`src/rtl/reg_dump_pkg.sv`:
```
// Shared definitions for the register-file dump reader: FSM states and the
// default sizes used by both the reader and the Registers instantiation.
package reg_dump_pkg;

    localparam int NUM_REGS_DEF = 32;
    localparam int ADDR_W_DEF   = 5;
    localparam int DATA_W_DEF   = 32;

    typedef enum logic [2:0] {
        IDLE,
        FETCH,
        SEND,
        DONE,
        CSUM
    } dump_state_t;

endpackage

```
`src/rtl/reg_dump_stream_out.sv`:
```
// Registered valid/ready output beat: captures a beat on i_load and holds it
// stable until the downstream handshake, so it can front any debug stream.
module reg_dump_stream_out
    import reg_dump_pkg::*;
#(
    parameter int DATA_W = DATA_W_DEF,
    parameter int ADDR_W = ADDR_W_DEF
) (
    input  logic              i_clk,
    input  logic              i_rst,
    input  logic              i_load,
    input  logic [DATA_W-1:0] i_data,
    input  logic [ADDR_W-1:0] i_index,
    input  logic              i_last,
    input  logic              i_ready,
    output logic              o_valid,
    output logic [DATA_W-1:0] o_data,
    output logic [ADDR_W-1:0] o_index,
    output logic              o_last,
    output logic              o_handshake
);

    logic              r_valid;
    logic [DATA_W-1:0] r_data;
    logic [ADDR_W-1:0] r_index;
    logic              r_last;
    logic              w_handshake;

    assign w_handshake = r_valid & i_ready;

    // Payload is only rewritten on a load; after the handshake it keeps the
    // old beat while valid is low.
    always_ff @(posedge i_clk) begin
        if (i_rst) begin
            r_valid <= 1'b0;
            r_data  <= '0;
            r_index <= '0;
            r_last  <= 1'b0;
        end else if (i_load) begin
            r_valid <= 1'b1;
            r_data  <= i_data;
            r_index <= i_index;
            r_last  <= i_last;
        end else if (w_handshake) begin
            r_valid <= 1'b0;
        end
    end

    assign o_valid     = r_valid;
    assign o_data      = r_data;
    assign o_index     = r_index;
    assign o_last      = r_last;
    assign o_handshake = w_handshake;

endmodule

```
`src/rtl/reg_dump_reader.sv`:
```
// Walks the register file through one read port and streams every register
// out; define REG_DUMP_CHECKSUM_EN to append a modular-sum checksum beat.
module reg_dump_reader
    import reg_dump_pkg::*;
#(
    parameter int NUM_REGS = NUM_REGS_DEF,
    parameter int ADDR_W   = ADDR_W_DEF,
    parameter int DATA_W   = DATA_W_DEF
) (
    input  logic              clk_i,
    input  logic              rst_i,
    input  logic              start_i,
    output logic              busy_o,
    output logic              stall_req_o,
    output logic [ADDR_W-1:0] rf_addr_o,
    input  logic [DATA_W-1:0] rf_data_i,
    output logic [DATA_W-1:0] data_o,
    output logic [ADDR_W-1:0] index_o,
    output logic              last_o,
    output logic              valid_o,
    input  logic              ready_i,
    output logic              done_o
);

    dump_state_t       r_state;
    dump_state_t       w_nextState;
    logic [ADDR_W-1:0] r_ptr;
    logic              w_atLastReg;
    logic              w_handshake;
    logic              w_load;
    logic [DATA_W-1:0] w_loadData;
    logic [ADDR_W-1:0] w_loadIndex;
    logic              w_loadLast;

`ifdef REG_DUMP_CHECKSUM_EN
    logic [DATA_W-1:0] r_acc;
`endif

    assign w_atLastReg = (r_ptr == ADDR_W'(NUM_REGS - 1));
    assign rf_addr_o   = r_ptr;
    assign stall_req_o = busy_o;

    always_ff @(posedge clk_i) begin
        if (rst_i) begin
            r_state <= IDLE;
        end else begin
            r_state <= w_nextState;
        end
    end

    // The pointer stops on the last register; the dump ends from there
    // instead of wrapping.
    always_ff @(posedge clk_i) begin
        if (rst_i) begin
            r_ptr <= '0;
        end else if (r_state == IDLE && start_i) begin
            r_ptr <= '0;
        end else if (r_state == SEND && w_handshake && !last_o && !w_atLastReg) begin
            r_ptr <= r_ptr + 1'b1;
        end
    end

`ifdef REG_DUMP_CHECKSUM_EN
    always_ff @(posedge clk_i) begin
        if (rst_i) begin
            r_acc <= '0;
        end else if (r_state == IDLE && start_i) begin
            r_acc <= '0;
        end else if (r_state == FETCH) begin
            r_acc <= r_acc + rf_data_i;
        end
    end
`endif

    always_comb begin
        w_nextState = r_state;
        case (r_state)
            IDLE:  if (start_i) w_nextState = FETCH;
            FETCH: w_nextState = SEND;
            SEND: begin
                if (w_handshake) begin
                    if (last_o) begin
                        w_nextState = DONE;
`ifdef REG_DUMP_CHECKSUM_EN
                    end else if (w_atLastReg) begin
                        w_nextState = CSUM;
`endif
                    end else begin
                        w_nextState = FETCH;
                    end
                end
            end
            DONE:  w_nextState = IDLE;
`ifdef REG_DUMP_CHECKSUM_EN
            CSUM:  w_nextState = SEND;
`endif
            default: w_nextState = IDLE;
        endcase
    end

    // With the checksum enabled the last register is not the final beat;
    // the CSUM beat carries last instead.
    always_comb begin
        busy_o      = (r_state != IDLE);
        done_o      = (r_state == DONE);
        w_load      = 1'b0;
        w_loadData  = rf_data_i;
        w_loadIndex = r_ptr;
`ifdef REG_DUMP_CHECKSUM_EN
        w_loadLast  = 1'b0;
`else
        w_loadLast  = w_atLastReg;
`endif
        case (r_state)
            FETCH: w_load = 1'b1;
`ifdef REG_DUMP_CHECKSUM_EN
            CSUM: begin
                w_load      = 1'b1;
                w_loadData  = r_acc;
                w_loadIndex = '0;
                w_loadLast  = 1'b1;
            end
`endif
            default: w_load = 1'b0;
        endcase
    end

    reg_dump_stream_out #(
        .DATA_W (DATA_W),
        .ADDR_W (ADDR_W)
    ) u_streamOut (
        .i_clk       (clk_i),
        .i_rst       (rst_i),
        .i_load      (w_load),
        .i_data      (w_loadData),
        .i_index     (w_loadIndex),
        .i_last      (w_loadLast),
        .i_ready     (ready_i),
        .o_valid     (valid_o),
        .o_data      (data_o),
        .o_index     (index_o),
        .o_last      (last_o),
        .o_handshake (w_handshake)
    );

endmodule
```
`config.mk`:
```
export PLATFORM = sky130hd
export DESIGN_NAME = reg_dump_reader
export DESIGN_NICKNAME = d
export VERILOG_FILES = /design/src/rtl/reg_dump_pkg.sv /design/src/rtl/reg_dump_stream_out.sv /design/src/rtl/reg_dump_reader.sv
export SDC_FILE = /design/constraint.sdc
export NUM_CORES = 1
export LEC_CHECK = 0
export ABC_AREA = 1
export BUFFER_PORTS_ARGS = -buffer_cell sky130_fd_sc_hd__buf_2
export CORE_ASPECT_RATIO = 2
export CORE_MARGIN = 2
export CORE_UTILIZATION = 49
export DETAILED_ROUTE_END_ITERATION = 6
export PLACE_DENSITY = 0.83
export SLEW_MARGIN = 40
export SYNTH_ARGS = -nofsm -noshare
export SYNTH_HDL_FRONTEND = slang
export SYNTH_SLANG_ARGS = --single-unit
```
`constraint.sdc`:
```
create_clock -name clk_i -period 2.4 [get_ports clk_i]
set_input_delay 0.12 -clock clk_i [delete_from_list [all_inputs] [get_ports clk_i]]
set_output_delay 0.12 -clock clk_i [all_outputs]
set_load 0.05 [all_outputs]
```
### Word level (Yosys, flattened, before mapping)

Index checks and enable logic that the tools add are counted.

| storage, ports and cells | value |
|---|---|
| register bits | 47 |
| bits of input ports | 36 |
| output and inout port bits | 47 |
| word-level logic and storage cells | 32 |

| cells by class | value |
|---|---|
| $add $sub $neg | 1 |
| equality and inequality tests | 6 |
| mux-type cells | 7 |
| bitwise gates (word level) | 1 |
| reduce and logical (&&, ||, !) cells | 11 |

Operators by type and width:

| operator | number |
|---|---|
| 3-bit one-hot mux with 3 select lines | 1 |
| 3-bit by 2-bit equality test with 1-bit output (second input constant) | 2 |
| 3-bit two-way mux | 2 |
| 5-bit by 1-bit adder with 5-bit output (second input constant) | 1 |
| 5-bit equality test (second input constant) | 1 |
| 1-bit logical AND | 4 |
| 2-bit != test (second input constant) | 2 |
| 3-bit by 1-bit equality test with 1-bit output (second input constant) | 1 |
| 3-bit zero test | 1 |
| 1-bit two-way mux | 3 |
| 3-bit nonzero test | 1 |
| 1-bit zero test | 2 |
| 2-bit two-way mux | 1 |
| 2-bit AND reduction | 1 |
| 2-bit nonzero test | 1 |
| 2-bit OR reduction | 1 |
| 1-bit bitwise AND | 1 |

### Depth between registers and ports, before layout

Gate-level depths: netlist of the first run.

| logic depth | value |
|---|---|
| depth after elaboration | 4 |
| mapped depth | 10 |

### By module

Synthesis of the first run repeated with hierarchy kept, for this count alone.

| second synthesis, totals | value |
|---|---|
| cell total of the unflattened synthesis | 239 |
| area total of the unflattened synthesis | 1,800.5 sq um |

Modules (own cells, without submodules):

| module | times used | cells each | area each (sq um) | seq. area each (sq um) |
|---|---|---|---|---|
| reg_dump_stream_out | 1 | 172 | 1,370.1 | 780.7 |
| reg_dump_reader | 1 | 67 | 430.4 | 140.1 |

### Worst setup path after synthesis of the first run

Ideal clock, no wire load.

| path | value |
|---|---|
| path type | register -> register |
| start point | reg r_ptr[0] (netlist: rf_addr_o[0]) |
| end point | reg r_ptr[0] (netlist: rf_addr_o[0]) |
| arrival | 1,619 ps |
| data required time | 2,285 ps |
| slack | 666 ps |
| cell stages (with the launch flop) | 10 |
| path buffers | 0 |
| clock period less this slack | 1,734 ps |
| path through | dfxtp_1 > ha_1 > nand2_1 > nor2_1 > ha_1 > inv_1 > nand3_1 > nor2_4 > nor2_1 > nor2_1 |

| between the ends | value |
|---|---|
| word-level cells in the longest chain between the ends | 3 |
| elaborated cells on any way between the ends | 4 |
| those cells by class | add/sub: 1; eq/ne: 1; reduce/logical: 2 |

RTL lines:

| element | RTL line | text |
|---|---|---|
| start: declaration | reg_dump_reader.sv:27 | `logic [ADDR_W-1:0] r_ptr;` |
| start signal: assignment | reg_dump_reader.sv:59 | `r_ptr <= r_ptr + 1'b1;` |
| 5-bit equality test | reg_dump_reader.sv:39 | `assign w_atLastReg = (r_ptr == ADDR_W'(NUM_REGS - 1));` |
| named net u_streamOut.i_last | reg_dump_stream_out.sv:14 | `input logic i_last,` |
| 1-bit zero test | reg_dump_reader.sv:58 | `end else if (r_state == SEND && w_handshake && !last_o && !w_atLastReg) begin` |
| 1-bit logical AND | reg_dump_reader.sv:58 |  |

The timed path passes the listed nets, and every way through them passes these cells.
A chain may end at the register's enable or synchronous reset.

### Final worst setup path of the first run

| path | value |
|---|---|
| start point | reg r_ptr[0] (netlist: rf_addr_o[0]) |
| end point | reg r_ptr[1] (netlist: rf_addr_o[1]) |

The elaborated chain is that of the path after synthesis.

==> summary.txt, run 1 <==
================================================================================
Run status                                                          complete, no violations
TritonCTS clock tree                                                        done
Setup TNS                                                                   0 ps
Io pins                                                                       83
Post-Route Skew                                                          8.46 ps
First-iteration detailed-routing DRC count                                    31
Global-route congestion overflow total                                         0
Buffer depth of the longest clock path                                         2
WP buf/inv                                                                     1
Asr flop ratio synth                                                           0
HP Start                                                                   rst_i
List of cells traversed by the critical path                        ha_1, nand2_1, nor2_1, ha_1, inv_1, nand3_1, nor2_4, nand2_1, a21oi_1
Die X-Extent                                                             46.4 um
Clock buffers created by TritonCTS                                             5
End of the worst hold path                                            r_state[1]
Launching element type of the critical path                             register
Number of placement rows                                                      30
Final WL                                                                 4.25 mm
Leading cell types by total area after synthesis                    dfxtp_1 (52%), nor2_1 (16%), o21ai_0 (11%)
CTS hold repair buffers                                                        0
Top FF cell, synth                                                       dfxtp_1
Areal power density over the cells                                   865 mW/mm^2
Largest net degree at the start of global routing                             41
Antenna violations before repair                                               0
Final design area excluding fillers                                 0.00227 sq mm
Fraction of layout instances using a drive strength above 1                0.323
Clock network fraction of total power                                      0.292
Commonest cells after routing, fill and taps aside                  buf_2 (82), nor2_1 (77), dfxtp_1 (46)
Die ar.                                                             0.00412 sq mm
Worst-case vdd ir drop                                                  0.555 mV
Number of buffer cells added on primary ports                                 82
Unique cell type count in the Yosys netlist                                   22
Number of synthesized register bits                                           46
Yosys top cell area share                                                  0.522
First-pass GRT wire length                                               6.81 mm
# H-tree levels                                                                2
Final setup vio count                                                          0
Max-Slew Margin vs Limit                                                   0.565
Fin Hold WS                                                              42.2 ps
Cell type group with the largest total delay on the critical path   simple AND/OR/NAND/NOR gates
Worst reg2reg startpoint                                            rf_addr_o[0]
Switching portion of total power                                           0.357
Endpoint of the worst register-to-register path                     rf_addr_o[1]
Total number of vias                                                        1733
Post-layout nets                                                             340
Max_cap viols                                                                  0
Floorplan core area                                                 0.00342 sq mm
Clock transition at path regs                                              90 ps
Number of sinks on the clock net                                              46
Slowest cell delay on critical path                                       370 ps
Starting utilization of the core area                                      0.516
Number of vias per cell after detailed routing                              4.94
Post-detailed-route wirelength per cell                                  12.1 um
Portion of the post-synthesis area used by sequential elements             0.522
Ys Warns                                                                       0
Power dissipated by switching net loads                                 0.701 mW
Kind of path behind the tightest hold check                            in -> reg
Antenna Nets Post-Route                                                        0
Fmax                                                                     632 MHz
Pins over their slew limit                                                     0
Standard cell with the maximum stage delay on the critical path          dfxtp_1
Post-CTS Setup Inserts                                                         0
Combined global-route utilization of all metal layers                      0.226
Post-CTS Resized                                                               0
Root buf cell                                                           clkbuf_8
Most common library cell in the layout ignoring fill and taps              buf_2
Class of the most critical setup path                                 reg -> reg
Synthesized netlist cell count                                               225
Cell type with the highest aggregate area in the netlist                 dfxtp_1
Vias in the first global route                                              1633
Clock latency on the worst-skew pair                                      290 ps
Number of filler instances in the final layout                               321
Internal power contribution                                              1.26 mW
Total standard cell area after synthesis                            0.00176 sq mm
Capturing element type of the critical path                             register
Proportion of power drawn by flip-flops and latches                        0.445
Final routed DRC violation total                                               0
Cells on worst reg2reg path                                                    9
Worst endpoint data arrival time                                         1800 ps
Sequential cell area                                                   921 sq um
Final critical-path required period                                      1580 ps
Static leakage power                                                     1.17 nW
Reg2Reg Setup Slack                                                       820 ps
Number of hold-slack violations in the final timing report                     0
Tcrit/Tclk final                                                           0.659
Detailed Place HPWL                                                      2.96 mm
Post-Synthesis Mean Instance Area                                     7.84 sq um
CP max FO                                                                      7
Die height                                                               88.8 um
Part of the total power dissipated in combinational logic                  0.263
Diode insertion count for antenna repair                                       0
Worst Hold Path Cells                                                          2
Slew at the pin with the worst max-slew slack                             652 ps
DR pass1 iterations                                                            4
Synthesized netlist net count                                                263
Placed cell area                                                    0.00215 sq mm
EDFF count, synth                                                              0
Multi-input combinational cell area                                    709 sq um
Data required time of the critical path                                  2620 ps
RD Place Congestion                                                        0.858
Area overhead of the layout relative to synthesis                          28.6%
Unrepaired setup endpoints after global routing                            false
================================================================================
final cells by class:
class	instances	area share
sequential	46	0.406
multi-input combinational	155	0.313
timing repair buffer	84	0.188
clock buffer	5	0.0304
tap	48	0.0265
clock inverter	3	0.0199
inverter	10	0.0166
worst max-delay path by stage:
stage / to / slack (ps) / cells after the start / from
2_1_floorplan: rf_addr_o[0] / 670 / 9 / rf_addr_o[0]
3_3_place_gp: rf_addr_o[0] / 940 / 10 / rf_addr_o[0]
3_5_place_dp: rf_addr_o[2] / 870 / 9 / rf_addr_o[0]
4_1_cts: rf_addr_o[1] / 810 / 9 / rf_addr_o[0]
5_1_grt: rf_addr_o[4] / 640 / 9 / rf_addr_o[0]
6_report: rf_addr_o[1] / 820 / 9 / rf_addr_o[0]
kinds of logic after synthesis:
kind of cell / synth area share
and+or+nand+nor: 0.237
AOI/OAI and AO/OA: 0.146
DFF: 0.522
buffers and inverters: 0.0752
adders and majority gates: 0.0142
xor gates and xnor gates: 0.00497
state kept, by name, summed over array words and instances (netlist names):
name	flops
r_state	2
rf_addr_o	5
u_streamOut.o_data	32
u_streamOut.o_index	5
u_streamOut.o_last	1
u_streamOut.o_valid	1
Yosys cell counts, types with 4 or more instances:
cell type and instances:
nand2_1 19, inv_1 8, nand3_1 4, nor2_1 77
buf_2 6, o21ai_0 37, a21oi_1 6, dfxtp_1 46
buf_6 4
routing by layer:
layer  up-vias  track usage  share of wire
met5         -            0              0
met4         0        0.140          0.044
met3        18       0.0490          0.041
met2        54        0.393           0.54
met1       791        0.231           0.37
li1        870            -              -
power groups by stage:
stage | clock, mW | combinational (mW) | sequential (mW)
2_1_floorplan | 0 | 0.172 | 1.12
3_3_place_gp | 0 | 0.512 | 0.889
3_5_place_dp | 0 | 0.519 | 0.889
4_1_cts | 0.591 | 0.519 | 0.873
5_1_grt | 0.626 | 0.551 | 0.882
6_report | 0.573 | 0.515 | 0.873
per-stage QoR:
stage	cells	setup slack (ps)	power, mW	util
final	351	819	1.96	0.664
after floorplan	225	666	1.29	-
after global placement	343	939	1.40	0.630
after detailed placement	343	874	1.41	0.630
after global routing	351	636	2.06	0.664
after CTS	351	807	1.98	0.664
(Power assumes the default switching activity.)
==> run 2: changes to the inputs <==
CORE_UTILIZATION = 45   (was 49)
PLACE_DENSITY = 0.77   (was 0.83)
clock period = 1.5 ns   (was 2.4 ns; I/O delays follow)
==> summary.txt, run 2 (same netlist as run 1, synthesis figures left out) <==
============================================================================
Number of buffer cells added on primary ports                             82
Combined global-route utilization of all metal layers                  0.214
First-pass GRT wire length                                           7.09 mm
Worst endpoint data arrival time                                     1630 ps
Run status                                                      complete, no violations
Diode insertion count for antenna repair                                   0
Worst-case vdd ir drop                                              0.892 mV
Clock transition at path regs                                          80 ps
Floorplan core area                                             0.00380 sq mm
Pins over their slew limit                                                 0
Wire length on met2                                                  2.50 mm
WL met1                                                              1.58 mm
CP max FO                                                                  6
Die height                                                           92.5 um
Global-route congestion overflow total                                     0
Reg2Reg Setup Slack                                                    90 ps
Vias in the first global route                                          1678
Fraction of layout instances using a drive strength above 1            0.347
Fmax                                                                 710 MHz
Largest net degree at the start of global routing                         42
Io pins                                                                   83
Commonest cells after routing, fill and taps aside              buf_2 (82), nor2_1 (77), dfxtp_1 (44)
HP Start                                                        rf_data_i[13]
DR pass1 iterations                                                        4
Antenna Nets Post-Route                                                    0
Endpoint of the worst register-to-register path                 rf_addr_o[2]
Slew at the pin with the worst max-slew slack                         454 ps
Number of vias per cell after detailed routing                          4.79
First-iteration detailed-routing DRC count                                28
Post-layout nets                                                         354
Die ar.                                                         0.00446 sq mm
Number of filler instances in the final layout                           387
End of the worst hold path                                      u_streamOut.o_data[13]
Max-Slew Margin vs Limit                                               0.697
Root buf cell                                                       clkbuf_8
Final WL                                                             4.31 mm
Final WS setup                                                       92.5 ps
Final design area excluding fillers                             0.00241 sq mm
# H-tree levels                                                            2
Most common library cell in the layout ignoring fill and taps          buf_2
Number of placement rows                                                  32
Antenna violations before repair                                           0
Post-detailed-route wirelength per cell                              11.7 um
Worst setup slack after placement                                    20.3 ps
Starting utilization of the core area                                  0.463
Number of sinks on the clock net                                          46
Buffer depth of the longest clock path                                     2
Cells on worst reg2reg path                                                9
Detailed Place HPWL                                                  3.13 mm
Final routed DRC violation total                                           0
TritonCTS clock tree                                                    done
Data required time of the critical path                              1720 ps
Capturing element type of the critical path                         register
Number of hold-slack violations in the final timing report                 0
Clock latency on the worst-skew pair                                  290 ps
Tcrit/Tclk final                                                       0.938
Worst reg2reg startpoint                                        rf_addr_o[1]
RD Place Congestion                                                    0.790
Max reg flops                                                             32
Clock buffers created by TritonCTS                                         5
Static leakage power                                                 1.23 nW
Detailed-routed wire length on met3                                   139 um
Launching element type of the critical path                         register
Die X-Extent                                                         48.3 um
Placed cell area                                                0.00221 sq mm
Max_cap viols                                                              0
Kind of path behind the tightest hold check                        in -> reg
Top layer reached by signal wires                                       met4
Class of the most critical setup path                             reg -> reg
Areal power density over the cells                              1240 mW/mm^2
Total number of vias                                                    1764
Area overhead of the layout relative to synthesis                      36.5%
Final setup vio count                                                      0
Worst Hold Path Cells                                                      3
Final cell count without fillers                                         368
Post-Route Skew                                                      4.60 ps
Final critical-path required period                                  1410 ps
Cell count after placement                                               351
============================================================================
## run 2: cell count changes in the layout (fill, tap and decap cells not counted), sizes merged
cell,previous run,this run
clkinvlp,2,0
clkinv,0,2
bufinv,1,0
dlygate4sd3,0,7
buf,84,91
clkbuf,5,6
## run 2: critical path: stages, from the launching register on
cell and delay, ps:
dfxtp_4 370, ha_4 160, nand2_1 60, nor2_1 50, ha_2 180, inv_2 60
nand3_2 70, nor2_4 170, nand2_1 70, a21oi_1 150
## run 2: report_power, final
group          switching [mW]  total [mW]  leakage [nW]  internal [mW]
registers              0.0592        1.39         0.379           1.33
clock network           0.396       0.725        0.0452          0.329
logic                   0.648       0.865         0.810          0.217
## run 2: stage by stage
stage	total power [mW]	hold slack [ps]	setup TNS (ps)	utilization
after CTS	3.02	0.557	0	0.620
after global placement	2.27	295	0	0.582
after floorplan	2.07	137	0	-
after detailed placement	2.27	303	0	0.582
final	2.98	6.92	0	0.633
after global routing	3.14	7.65	-9.68	0.633
## run 2: layout make-up
class                      count  area [sq um]  share of cell area
multi-input combinational    155           729               0.303
sequential                    46           928               0.386
clock buffer                   6          72.6              0.0302
tap                           51          63.8              0.0265
timing repair buffer          98           561               0.233
clock inverter                 2          13.8             0.00572
inverter                      10          37.5              0.0156
## run 2: routing by layer
layer,track usage,vias up
met3,0.0312,8
met5,0,-
met4,0.0856,0
met1,0.223,814
met2,0.386,45
li1,-,897
## run 2: worst max-delay path by stage
stage                 start           end  slack (ps)  depth (start not counted)
6_report       rf_addr_o[1]  rf_addr_o[2]          90                          9
2_1_floorplan  rf_addr_o[1]  rf_addr_o[0]           1                          9
3_5_place_dp   rf_addr_o[1]  rf_addr_o[2]          20                          9
3_3_place_gp   rf_addr_o[0]  rf_addr_o[0]          90                         10
4_1_cts        rf_addr_o[1]  rf_addr_o[2]           2                          9
5_1_grt        rf_addr_o[1]  rf_addr_o[0]         -10                         10
## run 2: timing repair
item / 4_1_cts / 5_1_grt
gates resized for setup: 0 / 6
endpoints found under the setup margin: 0 / 5
hold endpoints to repair: 6 / 1
setup buffers: 0 / 2
hold buffers: 6 / 1
